### src/rtl/fifo_rd_packer_if.sv
// fifo_rd_packer_if: FIFO read-side input handshake, flush request and packed output handshake
//   slave  - packer side: takes In_*/Flush/Out_ready, drives In_ready and Out_*
//   master - environment side: the opposite directions
interface fifo_rd_packer_if #(parameter int WIDTH = 4, parameter int PACK = 4);
  logic [WIDTH-1:0]         In_data;
  logic                     In_valid;
  logic                     In_ready;
  logic                     Flush;
  logic [WIDTH*PACK-1:0]    Out_data;
  logic                     Out_valid;
  logic                     Out_ready;
  logic                     Out_last;
  logic [$clog2(PACK+1)-1:0] Out_cnt;
  modport slave (input In_data, In_valid, Flush, Out_ready,
                 output In_ready, Out_data, Out_valid, Out_last, Out_cnt);
  modport master (output In_data, In_valid, Flush, Out_ready,
                  input In_ready, Out_data, Out_valid, Out_last, Out_cnt);
endinterface

### src/rtl/fifo_rd_packer.sv
// fifo_rd_packer: packs PACK consecutive WIDTH-bit FIFO words into one output word, first word in the LSB lane
//   Rd_clk/reset - single clock, synchronous active-high reset
//   bus          - In_* pop handshake, Flush request, Out_* packed word with lane count and last flag
module fifo_rd_packer #(parameter int WIDTH = 4, parameter int PACK = 4) (
  input logic              Rd_clk,
  input logic              reset,
  fifo_rd_packer_if.slave  bus
);
  localparam int WP = WIDTH * PACK;
  localparam int CW = $clog2(PACK + 1);
  localparam logic [CW-1:0] LAST = CW'(PACK - 1);
  logic [WP-1:0] acc_q, acc_d, acc_new, out_data_q, out_data_d;
  logic [CW-1:0] acc_cnt_q, acc_cnt_d, cnt_new, out_cnt_q, out_cnt_d;
  logic out_valid_q, out_valid_d, out_last_q, out_last_d, flush_pend_q, flush_pend_d;
  logic out_free, in_ready, fire, complete, flush_req, has_data, emit;
  always_comb begin
    out_free = !out_valid_q || bus.Out_ready;
    // only the lane-completing word needs room in the output register
    in_ready = !flush_pend_q && (acc_cnt_q < LAST || out_free);
    fire = bus.In_valid && in_ready;
    acc_new = acc_q | (fire ? WP'(bus.In_data) << (acc_cnt_q * WIDTH) : '0);
    cnt_new = acc_cnt_q + CW'(fire);
    complete = fire && acc_cnt_q == LAST;
    flush_req = bus.Flush || flush_pend_q;
    has_data = cnt_new != '0;
    // a completing word always has out_free, since in_ready required it
    emit = complete || (flush_req && has_data && out_free);
    flush_pend_d = flush_req && has_data && !out_free;
    acc_d = emit ? '0 : acc_new;
    acc_cnt_d = emit ? '0 : cnt_new;
    out_valid_d = emit || (out_valid_q && !bus.Out_ready);
    out_data_d = emit ? acc_new : out_data_q;
    out_cnt_d = emit ? cnt_new : out_cnt_q;
    out_last_d = emit ? flush_req : out_last_q;
  end
  always_ff @(posedge Rd_clk) begin
    if (reset) begin
      acc_q <= '0;
      acc_cnt_q <= '0;
      flush_pend_q <= 1'b0;
      out_valid_q <= 1'b0;
      out_data_q <= '0;
      out_cnt_q <= '0;
      out_last_q <= 1'b0;
    end else begin
      acc_q <= acc_d;
      acc_cnt_q <= acc_cnt_d;
      flush_pend_q <= flush_pend_d;
      out_valid_q <= out_valid_d;
      out_data_q <= out_data_d;
      out_cnt_q <= out_cnt_d;
      out_last_q <= out_last_d;
    end
  end
  assign bus.In_ready = in_ready;
  assign bus.Out_data = out_data_q;
  assign bus.Out_valid = out_valid_q;
  assign bus.Out_cnt = out_cnt_q;
  assign bus.Out_last = out_last_q;
endmodule

### src/flat_wrapper.sv
// flat-port wrapper written by rule: the top's interface ports become plain ports
module fifo_rd_packer_flat 
#(parameter int WIDTH = 4, parameter int PACK = 4)
  (Rd_clk, reset, bus_In_data, bus_In_valid, bus_Flush, bus_Out_ready, bus_In_ready, bus_Out_data, bus_Out_valid, bus_Out_last, bus_Out_cnt);
  fifo_rd_packer_if #(.WIDTH(WIDTH), .PACK(PACK)) bus_i ();
  input logic Rd_clk;
  input logic reset;
  input wire logic [$bits(bus_i.In_data)-1:0] bus_In_data;
  input wire logic [$bits(bus_i.In_valid)-1:0] bus_In_valid;
  input wire logic [$bits(bus_i.Flush)-1:0] bus_Flush;
  input wire logic [$bits(bus_i.Out_ready)-1:0] bus_Out_ready;
  output wire logic [$bits(bus_i.In_ready)-1:0] bus_In_ready;
  output wire logic [$bits(bus_i.Out_data)-1:0] bus_Out_data;
  output wire logic [$bits(bus_i.Out_valid)-1:0] bus_Out_valid;
  output wire logic [$bits(bus_i.Out_last)-1:0] bus_Out_last;
  output wire logic [$bits(bus_i.Out_cnt)-1:0] bus_Out_cnt;
  assign bus_i.In_data = bus_In_data;
  assign bus_i.In_valid = bus_In_valid;
  assign bus_i.Flush = bus_Flush;
  assign bus_i.Out_ready = bus_Out_ready;
  assign bus_In_ready = bus_i.In_ready;
  assign bus_Out_data = bus_i.Out_data;
  assign bus_Out_valid = bus_i.Out_valid;
  assign bus_Out_last = bus_i.Out_last;
  assign bus_Out_cnt = bus_i.Out_cnt;
  fifo_rd_packer #(.WIDTH(WIDTH), .PACK(PACK)) u_core (.Rd_clk(Rd_clk), .reset(reset), .bus(bus_i));
endmodule
### config.mk
export PLATFORM = sky130hd
export DESIGN_NAME = fifo_rd_packer_flat
export DESIGN_NICKNAME = d
export VERILOG_FILES = /design/src/rtl/fifo_rd_packer_if.sv /design/src/rtl/fifo_rd_packer.sv /design/src/flat_wrapper.sv
export SDC_FILE = /design/constraint.sdc
export NUM_CORES = 1
export LEC_CHECK = 0
export CORE_MARGIN = 4
export CORE_UTILIZATION = 55
export DETAILED_ROUTE_END_ITERATION = 8
export GPL_ROUTABILITY_DRIVEN = 0
export GPL_TIMING_DRIVEN = 0
export PLACE_DENSITY_LB_ADDON = 0.08
export SLEW_MARGIN = 20
export SYNTH_ARGS = -nofsm -noshare
export SYNTH_HDL_FRONTEND = slang
export SYNTH_SLANG_ARGS = --single-unit
### constraint.sdc
create_clock -name Rd_clk -period 6.6 [get_ports Rd_clk]
set_clock_uncertainty 0.05 [all_clocks]
set_input_delay 1.32 -clock Rd_clk [delete_from_list [all_inputs] [get_ports Rd_clk]]
set_output_delay 1.32 -clock Rd_clk [all_outputs]
set_load 0.02 [all_outputs]
==> reports/metrics.csv, run 1 <==
metric,value,unit
fin_util,74.9,%
grt.overflow.total,0,
fmax,0.241,GHz
post_cts_buffers,0,
cts_buffers,5,
worst-r2r-cell-count,12,
tightest_slew,0.668,ns
tns,0,ns
p_per_area,301,nW/um^2
synth_area,1700,sq um
critPathCaptureType,primary output,
layout_commonest_cell,nor2_1,
cts_resized,0,
grt_pass1_wl,6.84,mm
ys_warn_count,0,
drv_cap,0,
dr.pass1.iters,4,
synth_fp_nets,192,
drt_wl_total,3.91,mm
post-route-min-period,4.14,ns
final-max-slew-violation-count,0,
placement_rows,19,
place_ws,2.48,ns
wl_per_cell,15.6,um
first_global_vias,1498,
die_w,63.5,um
cts_buffer_depth,2,
grt_busiest_layer,met2,
cts_root_buf,clkbuf_4,
hp-start,u_core.acc_q[1],
htreeDepth,2,
reg2reg_to,u_core.acc_q[8],
critPathKind,input port to primary output,
fin_ws,2.46,ns
setup_viol,0,
coreArea,2850,sq um
hpwl,2.89,mm
grt.met3_usage,7.28,%
hold_viol,0,
antenna_found_initial,0,
syn_inst,181,
min_to,u_core.acc_q[1],
r2r_slack,3.92,ns
area.growth.synth_to_final,26.1,%
drive_gt1_share,18.3,%
chipHeight,63.5,um
seq_area_frac_synth,48.4,%
drt-initial-drc-count,97,
grt_max_degree,14,
cp_data_required_time,5.23,ns
met2_usage,37.0,%
clkTransAtPathRegs,0.12,ns
start_util,59.4,%
drc,0,
clock_sinks,41,
fin_crit_sh,62.8,%
startpoint_type,input port,
startpoint,bus_Out_ready,
ys_ff_latch,41,
r2r-start,u_core.acc_cnt_q[1],
slew_headroom,55.4,%
routed_via_density,5.90,
clk_latency,0.36,ns
num_io_pins,31,
drtAntennaViolNets,0,
final_cell_mix,"46 x nor2_1, 41 x dfxtp_1, 30 x clkdlybuf4s50_1, 17 x nor3_1, 11 x a211oi_2",
hold_depth,2,
arrival,2.77,ns
track_usage,21.5,%
syn_avg_cell_area,9.37,sq um
vias,1476,
status,"complete, no violations",
hold_buffers,0,
antennaDiodeCount,0,
die_area,4030,sq um
cts_tree,yes,
port_buffers,30,
hold_class,flip-flop to flip-flop,
irDropWorstVdd,236,uV
rsz0062_at_grt,false,
synth.distinct_cells,28,
finish.net_count,229,
p_leak,0.771,nW
worstPathMaxFanout,3,
grt_use_met1,24.9,%
metrics by stage:
step	hold slack [ns]	power, mW	cells	area, sq um
6_report	0.425	0.643	250	2140
2_1_floorplan	0.377	0.387	181	1700
3_3_place_gp	0.389	0.441	242	2030
4_1_cts	0.428	0.645	250	2140
3_5_place_dp	0.398	0.447	242	2030
5_1_grt	0.463	0.676	250	2140
area by class of cell:
class                           count  area, sq um
Tap cell                           31         38.8
Multi-Input combinational cell    126          786
Inverter                            4         15.0
Buffer                             10         73.8
Fill cell                         220          716
Clock buffer                        5         37.5
Timing Repair Buffer               30          300
Sequential cell                    41          821
Clock inverter                      3         65.1
routing by layer:
| layer | part of all wire, % | vias to the layer above |
|---|---|---|
| met5 | 0 | - |
| met4 | 1.8 | 0 |
| met3 | 5.5 | 8 |
| met2 | 50 | 52 |
| met1 | 43 | 711 |
| li1 | - | 705 |
worst max path at each step:
stage / end / slack, ns / depth (start not counted)
floorplan: u_core.acc_cnt_q[2] / 3.19 / 12
global route: bus_In_ready / 2.41 / 5
finish: bus_In_ready / 2.46 / 5
CTS: bus_In_ready / 2.46 / 5
global placement: bus_In_ready / 2.53 / 5
detailed placement: bus_In_ready / 2.48 / 5
synth_stat cells, drive strengths merged:
| master | instances | area, sq um |
|---|---|---|
| and2b | 1 | 7.51 |
| nor3 | 17 | 85.1 |
| inv | 4 | 15.0 |
| a211oi | 19 | 198 |
| or4b | 2 | 20.0 |
| buf | 10 | 73.8 |
| or2 | 1 | 6.26 |
| or4 | 1 | 7.51 |
| nand2b | 2 | 12.5 |
| nand4b | 1 | 8.76 |
| xnor2 | 1 | 16.3 |
| a2111oi | 2 | 17.5 |
| nor3b | 1 | 18.8 |
| a21oi | 9 | 45.0 |
| nand2 | 4 | 15.0 |
| ha | 2 | 25.0 |
| or3 | 2 | 12.5 |
| dfxtp | 41 | 821 |
| o22ai | 1 | 6.26 |
| a21o | 2 | 15.0 |
| and2 | 1 | 6.26 |
| nor2 | 56 | 235 |
| nand4bb | 1 | 27.5 |
sequential cells by signal, indices dropped and copies added, names as in the netlist:
register / cells
u_core.bus.Out_cnt: 3
u_core.bus.Out_data: 16
u_core.bus.Out_last: 1
u_core.acc_cnt_q: 3
u_core.flush_pend_q: 1
u_core.bus.Out_valid: 1
u_core.acc_q: 16
power breakdown:
| part | leakage, nW | switching, mW | internal, mW |
|---|---|---|---|
| Combinational | 0.381 | 0.0867 | 0.0712 |
| Clock | 0.0552 | 0.0847 | 0.117 |
| Sequential | 0.335 | 0.0131 | 0.270 |
cells by family after synthesis:
group / count (synthesis) / share of synthesized area [%]
AND/OR/NAND/NOR: 90 / 27.3
flip-flops: 41 / 48.4
AO/OA/AOI/OAI: 33 / 16.6
buffers and inverters: 14 / 5.24
adder cells (fa/ha/maj): 2 / 1.48
XOR/XNOR: 1 / 0.960
critical path, stage by stage:
cell,delay [ns]
clkdlybuf4s50_1,0.48
nand2b_1,0.17
nor2_1,0.08
nor2_1,0.11
clkdlybuf4s50_1,0.62
Power figures use the tool's default switching activity.
==> run 2, diff against run 1 <==
CORE_UTILIZATION = 46   (was 55)
clock period = 3.8 ns   (was 6.6 ns; I/O delays follow)
==> run 2 against run 1 <==
First-iteration DRC count down 39%. Utilization down 12 points. Via count down 4.1%. Count of clock-buffer cells in the layout up 1. Worst hold slack worse by 0.013 ns. Sequential power up 74%. Register-to-register slack worse by 2.8 ns. Critical endpoint is now u_core.acc_q[5]. Largest power group unchanged. Highest routed layer unchanged.
==> reports/metrics.csv, run 2 (synthesis gave the netlist of run 1 again) <==
metric,value,unit,change
status,"complete, no violations",,unchanged
chipHeight,68.7,um,was 63.5 um
coreArea,3440,sq um,was 2850 sq um
final-max-slew-violation-count,0,,unchanged
finish.net_count,229,,unchanged
drtAntennaViolNets,0,,unchanged
startpoint_type,input port,,unchanged
clk_latency,0.30,ns,was 0.36 ns
cts_buffers,5,,unchanged
dp_cells,257,,was 242
p_leak,0.773,nW,was 0.771 nW
p_per_area,519,nW/um^2,was 301 nW/um^2
clock_sinks,41,,unchanged
die_w,68.7,um,was 63.5 um
tightest_slew,0.690,ns,was 0.668 ns
hold_class,flip-flop to flip-flop,,unchanged
grt.overflow.total,0,,unchanged
slew_headroom,54.0,%,was 55.4%
fin_ws,0.692,ns,was 2.46 ns
m1WireLength,1.74,mm,was 1.67 mm
dr_wl_met3,131,um,was 216 um
wl_per_cell,13.9,um,was 15.6 um
vias,1415,,was 1476
start_util,49.3,%,was 59.4%
dr_wl_met2,1.75,mm,was 1.96 mm
drv_cap,0,,unchanged
critPathKind,input port to flip-flop,,was input port to primary output
setup_viol,0,,unchanged
hold_buffers,0,,unchanged
first_global_vias,1435,,was 1498
grt_pass1_wl,6.62,mm,was 6.84 mm
die_area,4720,sq um,was 4030 sq um
dr.pass1.iters,4,,unchanged
drc,0,,unchanged
cp_data_required_time,3.99,ns,was 5.23 ns
fin_crit_sh,81.8,%,
topRoutingLayerUsed,met4,,unchanged
cp_cell_sequence,clkdlybuf4s50_1 > nand2b_1 > nor2_1 > nor2_1 > and2_1 > ha_1 > ha_1 > xnor2_2 > a211oi_2 > or3_1 > buf_4 > buf_6 > nor2_2,,was clkdlybuf4s50_1 > nand2b_1 > nor2_1 > nor2_1 > clkdlybuf4s50_1
num_io_pins,31,,unchanged
cts_buffer_depth,2,,unchanged
cts_resized,0,,unchanged
cts_tree,yes,,unchanged
layout_commonest_cell,nor2_1,,unchanged
cp.buffers_inverters,3,,was 2
final_cell_mix,"46 x nor2_1, 41 x dfxtp_1, 30 x clkdlybuf4s50_1, 17 x nor3_1, 11 x a211oi_2",,unchanged
drive_gt1_share,18.3,%,unchanged
htreeDepth,2,,unchanged
drt-initial-drc-count,59,,was 97
drt_wl_total,3.70,mm,was 3.91 mm
rsz0062_at_grt,false,,unchanged
layout.cells.non_filler,265,,was 250
critPathSlowestCell,clkdlybuf4s50_1,,unchanged
track_usage,19.0,%,was 21.5%
worstPathMaxFanout,10,,was 3
antennaDiodeCount,0,,unchanged
critPathCaptureType,flip-flop,,was primary output
hold_viol,0,,unchanged
place_ws,0.398,ns,was 2.48 ns
port_buffers,30,,unchanged
cts_root_buf,clkbuf_8,,was clkbuf_4
tns,0,ns,unchanged
post_cts_buffers,0,,unchanged
placed_area,2050,sq um,was 2030 sq um
routed_via_density,5.34,,was 5.90
max_stage_delay,0.41,ns,was 0.62 ns
antenna_found_initial,0,,unchanged
fill_cells,302,,was 220
irDropWorstVdd,309,uV,was 236 uV
regArea,821,sq um,unchanged
placement_rows,21,,was 19
stdcell_area,2170,sq um,was 2140 sq um
clkTransAtPathRegs,0.08,ns,was 0.12 ns
hpwl,2.78,mm,was 2.89 mm
post-route-min-period,3.11,ns,
arrival,3.30,ns,was 2.77 ns
fmax,0.322,GHz,
grt_max_degree,14,,unchanged
p_total,1.13,mW,was 643 uW
area.growth.synth_to_final,28.2,%,was 26.1%
crit_family,simple AND/OR/NAND/NOR gates,,was buffers and inverters
multiInputGateArea,786,sq um,unchanged
## run 2: cell count changes in the layout (fill, tap and decap cells not counted)
cell and change:
clkbuf_8 +6, clkinvlp_4 +1, bufinv_16 -1, clkbuf_4 -5
clkinv_2 -1
## run 2: final timing paths
check	startpoint	end	depth (start not counted)	slack (ns)
worst min-delay path	u_core.acc_q[1]	u_core.acc_q[1]	2	0.41
worst min register to register	u_core.acc_q[1]	u_core.acc_q[1]	2	0.41
worst max-delay path	bus_Out_ready	u_core.acc_q[5]	13	0.69
worst max register to register	u_core.acc_cnt_q[1]	u_core.acc_q[5]	12	1.17
## run 2: layout make-up
class,instances,area share [%]
clock buffers,6,3.80
multi-input cells,126,36.2
plain buffers,10,3.40
flip-flops and latches,41,37.8
inverters,4,0.691
clock inverters,2,1.73
repair buffers,30,13.8
well taps,46,2.65
## run 2: worst reg2reg max path: cells and delay by family, from the launching register on
family                   cells  cell delay [ns]
AO/OA/AOI/OAI                2             0.28
AND/OR/NAND/NOR              5             0.74
buffers and inverters        2             0.34
adder cells (fa/ha/maj)      2             0.37
flip-flops                   1             0.49
XOR/XNOR                     1             0.30
## run 2: power breakdown
part	switching [mW]	leakage (nW)	internal [mW]
clock network	0.151	0.0574	0.213
registers	0.0225	0.335	0.469
logic	0.147	0.381	0.124
total	0.321	0.773	0.806
## run 2: per-stage QoR
stage	utilization, %	hold WS [ns]
final	63.1	0.412
after global routing	63.1	0.451
after CTS	63.1	0.415
after detailed placement	59.7	0.396
after global placement	59.7	0.390
after floorplan	-	0.377
## run 2: per-layer routing
layer | vias up | track usage, %
met3 | 7 | 4.21
met4 | 0 | 7.54
met1 | 673 | 25.0
li1 | 702 | -
met5 | - | 0
met2 | 33 | 30.3
==> run 3, diff against run 2 <==
CORE_UTILIZATION = 51   (was 46)
clock period = 3.15 ns   (was 3.8 ns; I/O delays follow)
==> run 3 against run 2 <==
Via count is 0.21% higher. Worst hold slack improved by 0.015 ns. Sequential power increased by 21%. Critical path depth stayed put. Utilization is 5.3 points higher. Cell area is 1.6% lower. Combinational power rose by 21%. Count of clock-buffer cells in the layout stayed put. Sequential share of layout area rose by 0.60 points. Largest power group unchanged.
==> reports/metrics.csv, run 3 (synthesis gave the netlist of run 1 again) <==
metric,value,unit,change
p_per_area,600,nW/um^2,was 519 nW/um^2
drive_gt1_share,18.3,%,unchanged
p_total,1.28,mW,was 1.13 mW
hold_class,flip-flop to flip-flop,,unchanged
dp_cells,255,,was 257
tns,0,ns,unchanged
layout.cells.non_filler,263,,was 265
die_w,65.7,um,was 68.7 um
chipHeight,65.7,um,was 68.7 um
area.growth.synth_to_final,26.2,%,was 28.2%
drt-initial-drc-count,70,,was 59
cts_tree,yes,,unchanged
cts_resized,0,,unchanged
whs,0.427,ns,was 0.412 ns
die_area,4310,sq um,was 4720 sq um
routed_via_density,5.39,,was 5.34
status,"complete, no violations",,unchanged
vias,1418,,was 1415
p_leak,0.760,nW,was 0.773 nW
rsz0062_at_grt,false,,unchanged
htreeDepth,2,,unchanged
grt_max_degree,14,,unchanged
hold_viol,0,,unchanged
post_cts_buffers,0,,unchanged
cts_buffer_depth,2,,unchanged
clkTransAtPathRegs,0.12,ns,was 0.08 ns
port_buffers,30,,unchanged
worstPathMaxFanout,10,,unchanged
placed_area,2050,sq um,about the same
tightest_slew,0.676,ns,was 0.690 ns
hold_buffers,0,,unchanged
grt.overflow.total,0,,unchanged
antennaDiodeCount,0,,unchanged
clk_latency,0.35,ns,was 0.30 ns
drc,0,,unchanged
cts_root_buf,clkbuf_4,,was clkbuf_8
critPathSlowestCell,clkdlybuf4s50_1,,unchanged
slew_headroom,55.0,%,was 54.0%
arrival,3.15,ns,was 3.30 ns
start_util,54.2,%,was 49.3%
track_usage,19.6,%,was 19.0%
num_io_pins,31,,unchanged
cpMostUsedCell,nor2_1,,
grt_pass1_wl,6.48,mm,was 6.62 mm
drt_wl_total,3.62,mm,was 3.70 mm
finish.net_count,229,,unchanged
fill_cells,271,,was 302
first_global_vias,1415,,was 1435
cts_buffers,5,,unchanged
final-max-slew-violation-count,0,,unchanged
startpoint_type,input port,,unchanged
wl_per_cell,13.8,um,was 13.9 um
final_cell_mix,"46 x nor2_1, 41 x dfxtp_1, 30 x clkdlybuf4s50_1, 17 x nor3_1, 11 x a211oi_2",,unchanged
setup_viol,0,,unchanged
antenna_found_initial,0,,unchanged
drv_cap,0,,unchanged
fin_crit_sh,92.1,%,
critPathKind,input port to flip-flop,,unchanged
clock_sinks,41,,unchanged
fmax,0.345,GHz,
drtAntennaViolNets,0,,unchanged
hpwl,2.76,mm,was 2.78 mm
coreArea,3130,sq um,was 3440 sq um
critPathCaptureType,flip-flop,,unchanged
post-route-min-period,2.90,ns,
placement_rows,20,,was 21
layout_commonest_cell,nor2_1,,unchanged
cp_data_required_time,3.40,ns,was 3.99 ns
cp_cell_sequence,clkdlybuf4s50_1 > nand2b_1 > nor2_1 > nor2_1 > and2_1 > ha_1 > ha_1 > nor2_1 > a211oi_2 > or3_1 > buf_4 > buf_6 > nor2_2,,was clkdlybuf4s50_1 > nand2b_1 > nor2_1 > nor2_1 > and2_1 > ha_1 > ha_1 > xnor2_2 > a211oi_2 > or3_1 > buf_4 > buf_6 > nor2_2
max_stage_delay,0.41,ns,about the same
dr.pass1.iters,4,,unchanged
irDropWorstVdd,308,uV,was 309 uV
stdcell_area,2140,sq um,was 2170 sq um
==> run 3: cell counts in the layout (fill, tap and decap cells not counted) <==
No cell type changed its count.
==> run 3: power breakdown <==
group	leakage (nW)	total (mW)	switching, mW	internal, mW
combinational	0.381	0.327	0.178	0.149
clock	0.0445	0.362	0.173	0.189
sequential	0.335	0.593	0.0274	0.566
==> run 3: routing by layer <==
| layer | GRT usage, % | part of all wire (%) |
|---|---|---|
| met4 | 5.44 | 1.3 |
| met3 | 6.50 | 5.0 |
| met2 | 31.7 | 47 |
| met5 | 0 | 0 |
| met1 | 24.9 | 47 |
==> run 3: final timing paths <==
path                                          start               to  slack [ns]  cells after the start
worst max-delay path                  bus_Out_ready  u_core.acc_q[8]        0.25                     13
worst min register to register      u_core.acc_q[1]  u_core.acc_q[1]        0.43                      2
worst max register to register  u_core.acc_cnt_q[1]  u_core.acc_q[8]        0.51                     12
worst min-delay path                u_core.acc_q[1]  u_core.acc_q[1]        0.43                      2
==> run 3: layout make-up <==
| type | instances | area (sq um) | area share, % |
|---|---|---|---|
| Buffer | 10 | 73.8 | 3.45 |
| Clock buffer | 6 | 51.3 | 2.40 |
| Clock inverter | 2 | 37.5 | 1.75 |
| Inverter | 4 | 15.0 | 0.702 |
| Multi-Input combinational cell | 126 | 786 | 36.7 |
| Sequential cell | 41 | 821 | 38.4 |
| Tap cell | 44 | 55.1 | 2.57 |
| Timing Repair Buffer | 30 | 300 | 14.0 |
==> run 3: stage by stage <==
step | setup WS, ns | util (%)
2_1_floorplan | 0.434 | -
3_3_place_gp | -0.0422 | 65.6
3_5_place_dp | -0.103 | 65.6
4_1_cts | 0.277 | 68.4
5_1_grt | 0.0748 | 68.4
6_report | 0.249 | 68.4
==> run 3: worst max-delay path, delay by kind of cell <==
kind	cells	cell delay [ns]
compound gates	1	0.13
buf+inv	3	0.75
simple gates	7	1.14
fa+ha+maj	2	0.49
